### src/rtl/led_meter_ctrl_if.sv
// led_meter_ctrl_if: stereo sample stream from the FIR output stage
interface led_meter_ctrl_if;
  logic        vld;
  logic [15:0] aud_out_lft;
  logic [15:0] aud_out_rght;
  modport master (output vld, aud_out_lft, aud_out_rght);
  modport slave  (input  vld, aud_out_lft, aud_out_rght);
endinterface

### src/rtl/led_meter_ctrl.sv
// led_meter_ctrl: peak-hold stereo LED bar graph with decay and lamp-test sweep
module led_meter_ctrl #(
  parameter int DECAY_CYC  = 50000,
  parameter int HOLD_TICKS = 8
) (
  input  logic                   clk,
  input  logic                   rst,
  led_meter_ctrl_if.slave        aud,
  input  logic                   lamp_test,
  output logic [7:0]             LED,
  output logic                   busy
);
  localparam int             CW      = $clog2(DECAY_CYC);
  localparam logic [CW-1:0]  CNT_MAX = CW'(DECAY_CYC - 1);
  localparam logic [3:0]     HOLD    = 4'(HOLD_TICKS);
  typedef enum logic {RUN, TEST} state_t;
  state_t          state_q, state_d;
  logic [CW-1:0]   cnt_q, cnt_d;
  logic [1:0][2:0] peak_q, peak_d, lvl;
  logic [1:0][3:0] hold_q, hold_d;
  logic [7:0]      led_q, led_d;
  logic            busy_q, busy_d, tick, run, start, done;
  function automatic logic [14:0] mag(input logic [15:0] x);
    return x == 16'h8000 ? 15'h7FFF : 15'(x[15] ? -x : x);
  endfunction
  function automatic logic [2:0] level(input logic [14:0] m);
    return m >= 15'd8192 ? 3'd4 : m >= 15'd1024 ? 3'd3 : m >= 15'd128 ? 3'd2 : m >= 15'd16 ? 3'd1 : 3'd0;
  endfunction
  function automatic logic [3:0] therm(input logic [2:0] p);
    return 4'((5'd1 << p) - 5'd1);
  endfunction
  assign tick   = cnt_q == CNT_MAX;
  assign run    = state_q == RUN;
  assign start  = run && lamp_test;
  assign done   = !run && tick && led_q == 8'h80;
  assign lvl[1] = level(mag(aud.aud_out_lft));
  assign lvl[0] = level(mag(aud.aud_out_rght));
  assign LED    = led_q;
  assign busy   = busy_q;
  always_ff @(posedge clk or posedge rst)
    if (rst) state_q <= RUN;
    else     state_q <= state_d;
  always_comb state_d = start ? TEST : done ? RUN : state_q;
  always_comb begin
    cnt_d  = (start || tick) ? '0 : cnt_q + CW'(1);
    peak_d = peak_q;
    hold_d = hold_q;
    for (int i = 0; i < 2; i++)
      if (run && !lamp_test) begin
        if (aud.vld && lvl[i] > peak_q[i]) begin
          peak_d[i] = lvl[i];
          hold_d[i] = HOLD;
        end else if (aud.vld && lvl[i] == peak_q[i] && peak_q[i] != 3'd0)
          hold_d[i] = HOLD;
        else if (tick && hold_q[i] != 4'd0)
          hold_d[i] = hold_q[i] - 4'd1;
        else if (tick && peak_q[i] != 3'd0)
          peak_d[i] = peak_q[i] - 3'd1;
      end
    if (done) begin
      peak_d = '0;
      hold_d = '0;
    end
    led_d  = start ? 8'h01 : run ? {therm(peak_d[1]), therm(peak_d[0])} : tick ? led_q << 1 : led_q;
    busy_d = start || (!run && !done);
  end
  always_ff @(posedge clk or posedge rst)
    if (rst) begin
      cnt_q  <= '0;
      peak_q <= '0;
      hold_q <= '0;
      led_q  <= '0;
      busy_q <= 1'b0;
    end else begin
      cnt_q  <= cnt_d;
      peak_q <= peak_d;
      hold_q <= hold_d;
      led_q  <= led_d;
      busy_q <= busy_d;
    end
endmodule

### src/flat_wrapper.sv
// flat-port wrapper written by rule: the top's interface ports become plain ports
module led_meter_ctrl_flat 
#(
  parameter int DECAY_CYC  = 50000,
  parameter int HOLD_TICKS = 8
)
  (clk, rst, lamp_test, LED, busy, aud_vld, aud_aud_out_lft, aud_aud_out_rght);
  led_meter_ctrl_if aud_i ();
  input  logic clk;
  input  logic rst;
  input  logic lamp_test;
  output logic [7:0] LED;
  output logic busy;
  input wire logic [$bits(aud_i.vld)-1:0] aud_vld;
  input wire logic [$bits(aud_i.aud_out_lft)-1:0] aud_aud_out_lft;
  input wire logic [$bits(aud_i.aud_out_rght)-1:0] aud_aud_out_rght;
  assign aud_i.vld = aud_vld;
  assign aud_i.aud_out_lft = aud_aud_out_lft;
  assign aud_i.aud_out_rght = aud_aud_out_rght;
  led_meter_ctrl #(.DECAY_CYC(DECAY_CYC), .HOLD_TICKS(HOLD_TICKS)) u_core (.clk(clk), .rst(rst), .aud(aud_i), .lamp_test(lamp_test), .LED(LED), .busy(busy));
endmodule
### config.mk
export PLATFORM = sky130hd
export DESIGN_NAME = led_meter_ctrl_flat
export DESIGN_NICKNAME = d
export VERILOG_FILES = /design/src/rtl/led_meter_ctrl_if.sv /design/src/rtl/led_meter_ctrl.sv /design/src/flat_wrapper.sv
export SDC_FILE = /design/constraint.sdc
export NUM_CORES = 1
export LEC_CHECK = 0
export ABC_AREA = 1
export ABC_CLOCK_PERIOD_IN_PS = 3800
export CORE_ASPECT_RATIO = 0.7
export CORE_UTILIZATION = 30
export DETAILED_ROUTE_END_ITERATION = 16
export SYNTH_ARGS = -nofsm -noshare
export SYNTH_HDL_FRONTEND = slang
export SYNTH_SLANG_ARGS = --single-unit
### constraint.sdc
create_clock -name clk -period 3.8 [get_ports clk]
set_input_delay 0.95 -clock clk [delete_from_list [all_inputs] [get_ports clk]]
set_output_delay 0.95 -clock clk [all_outputs]
set_load 0.02 [all_outputs]
==> impl_metrics.json <==
{
  "core_area_sq_um": 11700,
  "failed_checks": "negative setup slack",
  "synth_edf_count": 0,
  "gp_congestion": 0.838,
  "hold_violations": 0,
  "yosysMostFrequentCell": "nand2_1",
  "synth_nets": 603,
  "yosys-top-cells-area": "dfrtp_1 28%, nand2_1 14%, inv_1 8.4%, nand3_1 6.9%, ha_1 6.6%",
  "total_power_mw": 1.67,
  "dp_hpwl_mm": 7.45,
  "synth_compound_area_share_pct": 11.9,
  "synth_mux_area_share_pct": 0,
  "routed_wirelength_mm": 11.7,
  "start_util_pct": 30.8,
  "wl_per_cell_um": 13.4,
  "drive_above_1_share_pct": 45.8,
  "first_pass_iters": 11,
  "fin_hold_ws_ns": 0.454,
  "postCtsHoldBufs": 0,
  "synth_xor_area_share_pct": 1.94,
  "nNetsFinal": 771,
  "p_leak_nw": 2.88,
  "tritoncts": "done",
  "max_stage_delay_ns": 0.29,
  "vias": 4233,
  "synth_common_cells": "138 x nand2_1, 81 x inv_1, 59 x nor2_1, 50 x nand3_1, 40 x dfrtp_1",
  "dp.cells": 806,
  "critPathArrivalTime_ns": 4.40,
  "clockBufferDepth": 2,
  "portBuffers": 44,
  "via_per_inst": 4.85,
  "peakVddDrop_mv": 0.181,
  "ys_warn_count": 0,
  "grt_max_degree": 41,
  "drv_slew": 0,
  "n_fill_cell": 1104,
  "fin_crit_sh_pct": 110,
  "syn_area_sq_um": 3610,
  "route.detailed.drc": 0,
  "cts-htree-levels": 2,
  "min_period_ns": 4.19,
  "grt_use_total_pct": 17.6,
  "post-route-worst-setup-slack_ns": -0.387,
  "fin_util_pct": 50.6,
  "yosys.area_share.simple_pct": 41.2,
  "grt_pass1_wl_mm": 18.0,
  "yosys_register_bits": 40,
  "grt_pass1_vias": 3990,
  "crit_fanout": 3,
  "area_growth_pct": 64.3,
  "finalSetupTns_ns": -0.805,
  "yosysTopAreaCellShare_pct": 27.7,
  "worstSetupStartpointType": "input pin",
  "ys_types": 41,
  "rsz0062_at_grt": "true",
  "cts.sinks": 40,
  "worstSetupPathType": "input pin to flop",
  "ioPinCount": 45,
  "setup_violations": 5,
  "postSynthAreaPerCell_sq_um": 6.59,
  "synth_top_family_by_area": "simple AND/OR/NAND/NOR gates",
  "antenna_found_initial": 0,
  "critPathMostFrequentCell": "buf_4",
  "cp.required_ns": 4.02,
  "path_clk_slew_ns": 0.06,
  "ant_nets": 0,
  "hold_class": "flop to flop",
  "die_h_um": 93.8,
  "drt_iter0_drc": 319,
  "rows": 33,
  "async_flop_share_pct": 100,
  "cts_made_buffers": 5,
  "yosys.area.top_type": "dfrtp_1",
  "crit_slowest_cell": "a211o_1",
  "ys_seq_area_share_pct": 27.7,
  "fmax_mhz": 239,
  "synth_ff_type": "dfrtp_1",
  "die_w_um": 133,
  "die_area_sq_um": 12500,
  "synthAdderAreaFrac_pct": 6.59,
  "cts-root-buf": "clkbuf_16",
  "worst_pin_slew_ns": 0.642,
  "fin_skew_ns": 0.00411,
  "cap_viol_max_count": 0,
  "max-slew-margin-rel_pct": 57.0,
  "clkLatencyLatePin_ns": 0.29,
  "seq_area_sq_um": 1000,
  "worstSetupEndpointType": "flop",
  "multi_input_comb_area_sq_um": 2830,
  "globalRouteOverflowTotal": 0,
  "fin_cells": 873,
  "antennaDiodeCount": 0,
  "status": "complete, but fails checks",
  "power_density_nw_per_um2": 282,
  "syn_inst": 548
}
## area by class of cell
class / count / area share, %
sequential: 40 / 16.9
inverter: 94 / 6.20
multi-input combinational: 409 / 47.6
tap: 157 / 3.31
clock buffer: 5 / 2.11
timing repair buffer: 166 / 23.7
clock inverter: 2 / 0.211
## what timing repair did
item | in CTS | in global routing
resized for setup | 214 | 85
buffers inserted | 45 | 18
endpoints found under the hold margin | 0 | 0
pin swaps | 95 | 88
setup endpoints to repair | 17 | 14
## report_power, final
group | switching [mW] | internal, mW | leakage, nW
clock network | 0.168 | 0.238 | 0.0657
logic | 0.366 | 0.325 | 2.35
registers | 0.0738 | 0.504 | 0.462
total | 0.607 | 1.07 | 2.88
## logic make-up (layout without fill, tap and decap cells)
group                      after synthesis  in the layout
DFF                                     40             40
AOI/OAI and AO/OA                       70             70
xor gates and xnor gates                 8              8
buffers and inverters                   99            267
and+or+nand+nor                        312            312
adders and majority gates               19             19
## metal layers
layer	GRT usage (%)	up-vias	share of wire [%]
li1	-	2120	-
met1	22.7	1994	45
met2	30.8	103	50
met3	2.91	16	4.0
met4	3.88	0	0.89
met5	0	-	0
## state kept, by name (all words and copies together), names as in the netlist
register and flops:
u_core.state_q 1, u_core.busy 1, u_core.LED 8, u_core.cnt_q 16, u_core.peak_q 6, u_core.hold_q 8
## through the flow
stage               instance area, sq um  setup WS, ns
finish                              5930        -0.387
global route                        5930        -0.545
CTS                                 5520        -0.210
detailed placement                  4770         -1.08
global placement                    4770        -0.896
floorplan                           3700        -0.204
## critical path: cells and delay by family
| kind | cells | cell delay (ns) |
|---|---|---|
| AOI/OAI and AO/OA | 3 | 0.51 |
| adders and majority gates | 1 | 0.23 |
| buffers and inverters | 13 | 1.57 |
| and+or+nand+nor | 13 | 1.16 |
## placed cells by master, fill, tap and decap left out, types with 3 or more instances in the layout
master,n
buf_6,24
nor3_1,6
nand3_4,5
nand3_1,29
nand2_4,10
inv_2,27
nand3b_1,4
o21ai_0,18
nand3_2,18
nor3_2,5
a21oi_1,14
o21ai_1,8
nand2_2,39
clkdlybuf4s50_1,12
buf_4,110
clkbuf_16,5
nand2_1,102
buf_8,3
inv_4,4
clkdlybuf4s15_1,3
xor2_1,8
dfrtp_1,40
nor2_1,34
buf_2,6
nor2_2,9
o21ai_2,5
a21oi_2,8
nor2_4,26
nor4_1,4
ha_1,13
dlygate4sd2_1,4
ha_4,6
inv_1,62
nand4_1,16
## final timing paths
check	startpoint	to	slack [ns]	cells past startpoint
setup / recovery	aud_aud_out_lft[12]	u_core.LED[5]	-0.39	30
hold / removal	u_core.cnt_q[0]	u_core.cnt_q[0]	0.45	1
setup reg to reg	u_core.cnt_q[0]	u_core.LED[5]	0.92	13
hold reg to reg	u_core.cnt_q[0]	u_core.cnt_q[0]	0.45	1
max in group asynchronous	rst	u_core.LED[6]	2.35	3
min in group asynchronous	rst	u_core.cnt_q[8]	1.08	3
Note: power is estimated with default switching activity, not from simulation.
